===== config.mk =====
export PLATFORM = sky130hd
export DESIGN_NAME = wb_host_bridge
export DESIGN_NICKNAME = d
export VERILOG_FILES = /design/src/rtl/wb_host_pkg.sv /design/src/rtl/wb_host_timeout.sv /design/src/rtl/wb_host_bridge.sv
export SDC_FILE = /design/constraint.sdc
export NUM_CORES = 1
export LEC_CHECK = 0
export ABC_CLOCK_PERIOD_IN_PS = 8100
export CELL_PAD_IN_SITES_DETAIL_PLACEMENT = 1
export CELL_PAD_IN_SITES_GLOBAL_PLACEMENT = 2
export CORE_UTILIZATION = 29
export DETAILED_ROUTE_END_ITERATION = 7
export MAX_ROUTING_LAYER = met4
export PLACE_DENSITY = 0.82
export SYNTH_ARGS = -nofsm -noshare
export SYNTH_HDL_FRONTEND = slang
export SYNTH_HIERARCHICAL = 1
export SYNTH_SLANG_ARGS = --single-unit

===== constraint.sdc =====
create_clock -name clk -period 8.1 [get_ports clk]
set_clock_uncertainty 0.05 [all_clocks]
set_input_delay 1.62 -clock clk [delete_from_list [all_inputs] [get_ports clk]]
set_output_delay 1.62 -clock clk [all_outputs]
set_load 0.01 [all_outputs]

===== src/rtl/wb_host_pkg.sv =====
// Shared constants for the byte-stream to Wishbone host bridge: command opcodes,
// response status bytes and FSM state encodings.
package wb_host_pkg;

  // Command opcodes (first byte of a frame)
  localparam logic [7:0] OP_WR = 8'h01;
  localparam logic [7:0] OP_RD = 8'h02;

  // Single-byte status responses
  localparam logic [7:0] ST_OK  = 8'hA5;
  localparam logic [7:0] ST_TMO = 8'hEE;

  // Parser / bus FSM states
  typedef logic [2:0] state_t;
  localparam state_t S_IDLE = 3'd0;
  localparam state_t S_ADRH = 3'd1;
  localparam state_t S_ADRL = 3'd2;
  localparam state_t S_DATA = 3'd3;
  localparam state_t S_BUS  = 3'd4;
  localparam state_t S_RESP = 3'd5;

  // States in which the bridge accepts command bytes
  function automatic logic accepts_rx(input state_t s);
    return (s == S_IDLE) || (s == S_ADRH) || (s == S_ADRL) || (s == S_DATA);
  endfunction

endpackage


===== src/rtl/wb_host_timeout.sv =====
// Bus-cycle watchdog: cleared by load, counts enabled cycles, flags expiry on the
// enabled cycle that brings the count to TIMEOUT. Used only with WB_TIMEOUT_EN.
module wb_host_timeout #(
  parameter int unsigned TIMEOUT = 255
) (
  input  logic clk,
  input  logic rst,
  input  logic load,
  input  logic enable,
  output logic expired
);

  localparam int unsigned LIMIT = (TIMEOUT < 1) ? 1 : TIMEOUT;
  localparam int unsigned CW    = $clog2(LIMIT + 1);
  localparam logic [CW-1:0] LAST = CW'(LIMIT - 1);

  logic [CW-1:0] count_q;

  // Expiry is flagged combinationally so the FSM leaves BUS on the TIMEOUT-th cycle
  assign expired = enable && (count_q == LAST);

  // Wait-cycle counter, saturating at the expiry value
  always_ff @(posedge clk or posedge rst) begin
    if (rst) begin
      count_q <= '0;
    end else if (load) begin
      count_q <= '0;
    end else if (enable && (count_q != LAST)) begin
      count_q <= count_q + 1'b1;
    end
  end

endmodule


===== src/rtl/wb_host_bridge.sv =====
// Byte-stream to Wishbone initiator. Parses {opcode, ADR_H, ADR_L, data...} frames,
// runs one classic single Wishbone cycle per command and returns a status byte
// (write) or the read data MSB first (read).
// Optional feature macro: WB_TIMEOUT_EN adds a bus-cycle watchdog that aborts after
// TIMEOUT cycles without ack_i and answers 0xEE.
module wb_host_bridge
  import wb_host_pkg::*;
#(
  parameter int unsigned WIDTH   = 32,
  parameter int unsigned TIMEOUT = 255
) (
  input  logic             clk,
  input  logic             rst,
  input  logic [7:0]       rx_dat,
  input  logic             rx_valid,
  output logic             rx_ready,
  output logic [7:0]       tx_dat,
  output logic             tx_valid,
  input  logic             tx_ready,
  output logic [14:0]      adr_o,
  output logic [WIDTH-1:0] dat_o,
  input  logic [WIDTH-1:0] dat_i,
  output logic             we_o,
  output logic             stb_o,
  input  logic             ack_i
);

  localparam int unsigned NB = WIDTH / 8;
  localparam logic [2:0] NB_CNT  = 3'(NB);
  localparam logic [2:0] NB_LAST = 3'(NB - 1);
  // Status bytes left-aligned so the response shifter always emits the top byte
  localparam logic [WIDTH-1:0] OK_WORD  = WIDTH'(ST_OK) << (WIDTH - 8);
  localparam logic [WIDTH-1:0] TMO_WORD = WIDTH'(ST_TMO) << (WIDTH - 8);

  state_t           state_q, state_d;
  logic             wr_q, wr_d;
  logic [14:0]      adr_q, adr_d;
  logic [WIDTH-1:0] wdat_q, wdat_d;
  logic [WIDTH-1:0] resp_q, resp_d;
  logic [2:0]       cnt_q, cnt_d;
  logic             rx_fire, tx_fire;
  logic             in_bus;
  logic             tmo_expired;

  assign in_bus  = (state_q == S_BUS);
  // rx_ready is gated by rst so it reads 0 while reset is held
  assign rx_ready = !rst && accepts_rx(state_q);
  assign tx_valid = (state_q == S_RESP);
  assign tx_dat   = tx_valid ? resp_q[WIDTH-1 -: 8] : 8'h00;
  assign rx_fire  = rx_valid && rx_ready;
  assign tx_fire  = tx_valid && tx_ready;

  assign stb_o = in_bus;
  assign we_o  = in_bus && wr_q;
  assign adr_o = adr_q;
  assign dat_o = wdat_q;

`ifdef WB_TIMEOUT_EN
  wb_host_timeout #(
    .TIMEOUT (TIMEOUT)
  ) u_timeout (
    .clk     (clk),
    .rst     (rst),
    .load    (!in_bus),
    .enable  (in_bus && !ack_i),
    .expired (tmo_expired)
  );
`else
  logic unused_timeout;
  assign unused_timeout = (TIMEOUT == 0);
  assign tmo_expired    = 1'b0;
`endif

  // Frame parser, bus cycle control and response sequencing
  always_comb begin
    state_d = state_q;
    wr_d    = wr_q;
    adr_d   = adr_q;
    wdat_d  = wdat_q;
    resp_d  = resp_q;
    cnt_d   = cnt_q;
    unique case (state_q)
      S_IDLE: begin
        // Unknown opcodes are consumed and dropped without a response
        if (rx_fire) begin
          if (rx_dat == OP_WR) begin
            wr_d    = 1'b1;
            state_d = S_ADRH;
          end else if (rx_dat == OP_RD) begin
            wr_d    = 1'b0;
            state_d = S_ADRH;
          end
        end
      end
      S_ADRH: begin
        if (rx_fire) begin
          adr_d[14:8] = rx_dat[6:0];
          state_d     = S_ADRL;
        end
      end
      S_ADRL: begin
        if (rx_fire) begin
          adr_d[7:0] = rx_dat;
          cnt_d      = '0;
          state_d    = wr_q ? S_DATA : S_BUS;
        end
      end
      S_DATA: begin
        if (rx_fire) begin
          wdat_d = (wdat_q << 8) | WIDTH'(rx_dat);
          cnt_d  = cnt_q + 3'd1;
          if (cnt_q == NB_LAST) begin
            state_d = S_BUS;
          end
        end
      end
      S_BUS: begin
        // ack_i on the expiry cycle takes priority over the timeout
        if (ack_i) begin
          resp_d  = wr_q ? OK_WORD : dat_i;
          cnt_d   = wr_q ? 3'd1 : NB_CNT;
          state_d = S_RESP;
        end else if (tmo_expired) begin
          resp_d  = TMO_WORD;
          cnt_d   = 3'd1;
          state_d = S_RESP;
        end
      end
      S_RESP: begin
        if (tx_fire) begin
          resp_d = resp_q << 8;
          cnt_d  = cnt_q - 3'd1;
          if (cnt_q == 3'd1) begin
            state_d = S_IDLE;
          end
        end
      end
      default: state_d = S_IDLE;
    endcase
  end

  // State and datapath registers; reset discards any partial frame or bus cycle
  always_ff @(posedge clk or posedge rst) begin
    if (rst) begin
      state_q <= S_IDLE;
      wr_q    <= 1'b0;
      adr_q   <= '0;
      wdat_q  <= '0;
      resp_q  <= '0;
      cnt_q   <= '0;
    end else begin
      state_q <= state_d;
      wr_q    <= wr_d;
      adr_q   <= adr_d;
      wdat_q  <= wdat_d;
      resp_q  <= resp_d;
      cnt_q   <= cnt_d;
    end
  end

endmodule


# Word level (Yosys, flattened, before mapping)
# Cells that the tools add are included.
# word_totals
ff_bits	86
inputBits	45
out_inout_bits	59
wordCells	72
# classes
add_sub_neg	2
eq_ne	18
mux	25
n_bitwise	1
n_reduce_logical	19
# ops
cell	count
$mux 32	3
$pmux 32 s2	1
$mux 3	16
$or 32x8->32	1
$pmux 3 s6	1
$pmux 3 s4	1
$ne 2x2->1 const B	5
$eq 3x2->1 const B	3
$reduce_and 9->1	1
$eq 8x1->1 const B	1
$eq 8x2->1 const B	1
$mux 8	1
$eq 3x1->1 const B	2
$eq 3x3->1 const B	2
$ne 2x1->1 const B	3
$reduce_and 2->1	3
$reduce_and 3->1	2
$reduce_and 5->1	1
$logic_and 1x1->1	4
$reduce_bool 2->1	2
$reduce_bool 4->1	1
$add 3x1->3 const B	1
$logic_not 3->1	1
$logic_or 1x1->1	3
other kinds (4)	5

# Depth between registers and ports, before layout
# Gate-level depths: netlist of the first run.
# depth
word_depth	8
ltp_mapped	7
ltp_nobuf	6

# Least setup slack after synthesis of the first run
# OpenSTA, ideal clock, no wires.
# synth_path
path_type	input -> register
start	in rst
end	reg adr_q[0] (netlist: adr_o[0])
setup_time_ns	0.125
arrival_ns	4.665
required_time_ns	7.925
setup_slack_ns	3.260
stages	4
path_buffers	0
cell_sequence	inv_1 nand2_1 nor3_4 mux2_2
# synth_via
elab_chain_len	4
# synth_rtl
element	line_no	text
from (decl)	wb_host_bridge.sv:13	input logic rst,
$logic_not 1->1 (no line)	n/a	
$logic_and 1x1->1	wb_host_bridge.sv:47	assign rx_ready = !rst && accepts_rx(state_q);
$logic_and 1x1->1	wb_host_bridge.sv:50	assign rx_fire = rx_valid && rx_ready;
$reduce_and 2->1 (no line)	n/a	
to (signal assigned)	wb_host_bridge.sv:154	adr_q <= adr_d;
to (decl)	wb_host_bridge.sv:37	logic [14:0] adr_q, adr_d;
# No other way between the ends.
# A chain may end at the register's enable or synchronous reset.

# Worst setup path in the final report of the first run
# layout_path
start	reg state_q[0]
end	out tx_valid
# layout_via
elab_chain_len	1
# layout_rtl
element	line_no	text
from (decl)	wb_host_bridge.sv:35	state_t state_q, state_d;
from (signal assigned)	wb_host_bridge.sv:152	state_q <= state_d;
$eq 3x3->1	wb_host_bridge.sv:48	assign tx_valid = (state_q == S_RESP);
to (decl)	wb_host_bridge.sv:18	output logic tx_valid,
# No other way between the ends.

==> reports/metrics.yaml, run 1 <==
power_and_ir_drop:
  powerDensity_nw_per_um2: 257.8
  p_switching_mw: 0.4152
  power.total_mw: 1.394
  ir_drop_mv: 0.1291
  clockPowerShare_pct: 28.7
  swShare_pct: 29.79
  internal_power_mw: 0.9785
  p_seq_share_pct: 41.7
  comb_power_share_pct: 29.5
  p_leak_nw: 2.471
cts:
  cts_buffer_depth: 2
  htreeDepth: 3
  cts_tree: "done"
  cts_resized: 0
  cts_made_buffers: 9
  path_clk_slew_ps: 60
  cts_hold_buf: 0
  clk_latency_ps: 340
  cts_root_buf: "clkbuf_16"
  cts_setup_buffers: 0
  cts.sinks: 86
timing:
  relSlewSlack_pct: 27.42
  setup_violations: 0
  worst_pin_slew_ps: 1089
  period_needed_ps: 4969
  timing.final.crit_share_pct: 61.34
  rsz0062_at_grt: "no"
  hold_violations: 0
  slew_violations: 0
  fin_setup_tns_ps: 0
  max_freq_mhz: 201.3
cells_and_area:
  final_area_um2: 5405
  nets: 489
  nFillCells: 1470
  drive_above_1_share_pct: 15.84
  diodes: 0
  synthToLayoutAreaGrowth_pct: 35.30
floorplan:
  pin_count: 104
  die_w_um: 119.4
  rows: 42
  start_util_pct: 29.93
  die_h_um: 119.4
  die-area_um2: 14250
  core_area_um2: 13350
logic_synthesis:
  synth-edff-count: 0
  ys.flop_type: "dfrtp_1"
  synth-async-reset-ratio_pct: 100.0
  syn-num-nets: 395
  yosys_warnings: 6
  yosysTopAreaCellShare_pct: 53.87
  syn_area_um2: 3995
  synth_area_per_cell_um2: 11.61
  synth_common_cells: "dfrtp_1 (86), mux2_2 (45), nand2_1 (30)"
  synth_cells: 344
  ys_types: 46
  synth.area.top_cells: "dfrtp_1 (54%), mux2_2 (13%), and3b_1 (4.4%)"
  yosysTopAreaCell: "dfrtp_1"
  yosysSeqAreaShare_pct: 53.87
  post-synth-top-count-cell: "dfrtp_1"
  yosys_register_bits: 86
outcome:
  status: "finished, final reports clean"
route:
  drtPass1Iterations: 4
  drc: 0
  vias: 2935
  wl_per_cell_um: 16.68
  antenna_left: 0
  vias_per_cell: 4.749
  wl_mm: 10.31
  drtIter0Drc: 85
worst_setup_path:
  worst_ep_required_time_ps: 6430
  critPathKind: "reg -> out"
  worst_path_max_delay_cell: "nand3b_1"
  critPathCapture: "tx_valid"
  critPathMaxStageDelay_ps: 810
  worstPathArrival_ps: 3300
  r2r-start: "state_q[0]"
  crit_buf_inv: 2
  startpoint_type: "flop"
  path_delay_family: "buffers and inverters"
  r2r_cells: 4
  r2r_slack_ps: 5250
  crit_path_max_fanout: 28
  cp.depth: 3
  startpoint: "state_q[0]"
  path_cells: "nand3b_1 -> inv_2 -> clkdlybuf4s50_1"
  crit_path_end_kind: "primary output"
  r2r_end: "resp_q[6]"
placed_design:
  placed_area_um2: 5124
  io_buffers: 103
  gp_congestion: 0.7739
  dpl.hpwl_mm: 7.215
grt:
  grt_usage_pct: 15.68
  grt_pass1_vias: 3320
  grt_pass1_wl_mm: 16.93
  grt_max_degree: 87
  antenna_found_initial: 0
  grt-ovfl-total: 0
worst_hold_path:
  hold_class: "reg -> reg"
  min-delay-start: "resp_q[31]"
run:
  maxCapViolCount: 0
## cell type report
class / instances / area (um^2) / area share (%)
Timing Repair Buffer: 104 / 1039 / 19.21
Clock buffer: 11 / 232.7 / 4.306
Clock inverter: 4 / 48.80 / 0.9028
Inverter: 12 / 46.29 / 0.8565
Sequential cell: 86 / 2152 / 39.81
Tap cell: 176 / 220.2 / 4.074
Multi-Input combinational cell: 225 / 1667 / 30.83
## stage by stage
stage	hold slack, ps	utilization [%]	setup slack, ps	std cells
finish	418.5	40.49	3131	618
global route	457.5	40.49	2756	618
CTS	429.1	40.49	3072	618
detailed placement	415.5	38.39	3445	603
global placement	403.9	38.39	3481	603
floorplan	390.3	-	3260	344
## sequential cells by signal, indices dropped and copies added (netlist names)
signal	cells
dat_o	32
wr_q	1
adr_o	15
resp_q	32
state_q	3
cnt_q	3
## worst min-delay path by stage
stage | slack, ps | cells past startpoint | to
5_1_grt | 460 | 2 | resp_q[31]
4_1_cts | 430 | 2 | resp_q[31]
6_report | 420 | 2 | resp_q[31]
2_1_floorplan | 390 | 2 | resp_q[31]
3_5_place_dp | 420 | 2 | resp_q[24]
3_3_place_gp | 400 | 2 | resp_q[31]
## worst reg2reg max path: stages (launching register included)
cell and delay (ps):
dfrtp_1 780, nand3b_1 810, inv_2 720, nor3_4 140, a22o_1 230
## power groups by stage
stage               clock, mW  sequential, mW  combinational (mW)
CTS                     0.412           0.584               0.419
detailed placement          0           0.590               0.416
global placement            0           0.584               0.406
floorplan                   0           0.591               0.200
finish                  0.400           0.582               0.412
global route            0.428           0.596               0.446
## routing by layer
layer | GRT usage [%] | vias to the layer above | wire (um)
li1 | - | 1410 | -
met1 | 18.42 | 1434 | 4496
met2 | 25.07 | 84 | 4926
met3 | 5.316 | 7 | 776
met4 | 5.391 | 0 | 110
met5 | - | - | 0
## cells in the final DEF, fill, tap and decap left out, drive strengths merged, types with 2 or more instances in the layout
cell type / instances
dfrtp: 86
nand2: 31
nand2b: 3
a311oi: 2
o21ai: 22
and3b: 20
and3: 8
a22o: 8
o22a: 2
or2: 2
o31ai: 5
nor2b: 4
clkdlybuf4s50: 103
nor3: 6
clkinv: 4
clkbuf: 11
ha: 6
inv: 11
mux2: 48
a31oi: 3
nor2: 14
a21oi: 24
nand3: 2
o22ai: 3
## cell families (layout without fill, tap and decap cells)
logic type | after synthesis | after routing | share of synthesized area (%)
compound gates | 75 | 75 | 11.75
xor+xnor | 1 | 1 | 0.2193
fa+ha+maj | 6 | 6 | 1.879
buf+inv | 33 | 131 | 4.416
flops | 86 | 86 | 53.87
mux | 48 | 48 | 13.53
simple gates | 95 | 95 | 14.34
Power figures use the tool's default switching activity.
==> run 2: changes to the inputs <==
Settings changed: ABC_CLOCK_PERIOD_IN_PS 8100 to 4480, CORE_UTILIZATION 29 to 28, PLACE_DENSITY 0.82 to 0.83.
Clock period 8.1 ns to 4.48 ns, I/O delays scaled along.
==> run 2 against run 1 <==
Against the previous run: sequential power is 77% higher; sequential share of layout area is 0.15 points lower; power is 78% higher.
==> reports/metrics.yaml, run 2 (synthesis results as in run 1) <==
worst_setup_path:
  worstPathArrival_ps: 2440  # -860 ps
  crit_path_max_fanout: 11  # -61%
  startpoint: "state_q[2]"
  crit_path_end_kind: "primary output"
  worst_ep_required_time_ps: 3530  # -2900 ps
  startpoint_type: "flop"
  r2r-start: "state_q[2]"
  critPathKind: "reg -> out"
timing:
  timing.final.crit_share_pct: 75.66
  max_freq_mhz: 295.0
  setup_violations: 0  # unchanged
  hold_violations: 0  # unchanged
  timing.final.ws_setup_ps: 1091  # -2041 ps
  worst_pin_slew_ps: 952.2  # -136.5 ps
  fin_setup_tns_ps: 0  # unchanged
  rsz0062_at_grt: "no"
  period_needed_ps: 3389
  relSlewSlack_pct: 36.29  # +8.9 points
  slew_violations: 0  # unchanged
  holdWs_ps: 423.9  # +5.425 ps
power_and_ir_drop:
  powerDensity_nw_per_um2: 457.8  # +78%
  p_leak_nw: 2.474  # +0.11%
  power.total_mw: 2.484  # +78%
  ir_drop_mv: 0.2836  # +120%
route:
  wl_mm: 10.40  # +0.89%
  drtIter0Drc: 94  # +11%
  wl_per_cell_um: 16.54  # -0.87%
  drc: 0  # unchanged
  drtPass1Iterations: 5  # +1
  vias_per_cell: 4.755  # +0.13%
  antenna_left: 0  # unchanged
  vias: 2991  # +1.9%
grt:
  grt_usage_pct: 15.50  # -0.19 points
  grt_max_degree: 58  # -33%
  antenna_found_initial: 2  # +2
  grt-ovfl-total: 0  # unchanged
  grt_pass1_vias: 3180  # -4.2%
  grt_pass1_wl_mm: 16.82  # -0.61%
placed_design:
  post-place-ws_ps: 1434  # -2010 ps
  gp_congestion: 0.7514  # -2.9%
  io_buffers: 103  # unchanged
  placed_area_um2: 5159  # +0.68%
  dpl.hpwl_mm: 7.221  # about the same
  place_inst: 611  # +1.3%
floorplan:
  start_util_pct: 28.78  # -1.1 points
  die_h_um: 121.5  # +1.7%
  rows: 43  # +2.4%
  pin_count: 104  # unchanged
  core_area_um2: 13880  # +4.0%
  die_w_um: 121.5  # +1.7%
  die-area_um2: 14750  # +3.5%
cells_and_area:
  drive_above_1_share_pct: 16.33  # +0.49 points
  final_area_um2: 5425  # +0.37%
  final_common_cell: "clkdlybuf4s50_1"
  nFillCells: 1538  # +4.6%
  synthToLayoutAreaGrowth_pct: 35.80
  nets: 493  # +0.82%
  multi_input_area_um2: 1667  # unchanged
  seq_area_um2: 2152  # unchanged
  layout_common_cells: "clkdlybuf4s50_1 (103), dfrtp_1 (86), mux2_2 (45)"
  finalNonFillerCells: 629  # +1.8%
  final_util_pct: 39.08  # -1.4 points
cts:
  cts_resized: 0  # unchanged
  clk_latency_ps: 330  # about the same
  cts.sinks: 86  # unchanged
  cts_tree: "done"
  path_clk_slew_ps: 60  # about the same
  cts_hold_buf: 0  # unchanged
  cts_made_buffers: 9  # unchanged
  cts_root_buf: "clkbuf_16"
  htreeDepth: 3  # unchanged
  cts_buffer_depth: 2  # unchanged
  cts_setup_buffers: 0  # unchanged
outcome:
  status: "finished, final reports clean"
worst_hold_path:
  min-delay-start: "resp_q[26]"
  hold_class: "reg -> reg"
run:
  maxCapViolCount: 0  # unchanged
==> run 2: final timing paths <==
| kind | slack, ps | to | depth (start not counted) |
|---|---|---|---|
| setup reg to reg | 1670 | resp_q[7] | 4 |
| max in group asynchronous | 2330 | cnt_q[1] | 4 |
| setup / recovery | 1090 | we_o | 4 |
| hold reg to reg | 420 | resp_q[26] | 2 |
| min in group asynchronous | 1080 | adr_o[1] | 3 |
| hold / removal | 420 | resp_q[26] | 2 |
==> run 2: where the power goes <==
group	switching (mW)	internal (mW)
registers	0.110	0.925
clock network	0.299	0.377
logic	0.352	0.422
total	0.761	1.72
==> run 2: per-layer routing <==
layer  wire length [um]  vias to the layer above  global-route usage [%]
met2               4679                       86                   22.59
li1                   -                     1423                       -
met4                142                        0                   5.633
met5                  0                        -                       -
met1               4576                     1469                   18.75
met3               1003                       13                   7.002
==> run 2: critical path, cell delays in order (launching register included) <==
cell	delay (ps)
dfrtp_1	560
nor2b_1	660
nand3_1	260
inv_1	100
clkdlybuf4s50_1	530
==> run 2: layout make-up <==
class	instances	share of cell area (%)
clock inverters	3	0.3921
well taps	180	4.151
clock buffers	13	4.428
inverters	12	0.8533
diodes	2	0.09225
flip-flops and latches	86	39.67
repair buffers	108	19.70
multi-input cells	225	30.72
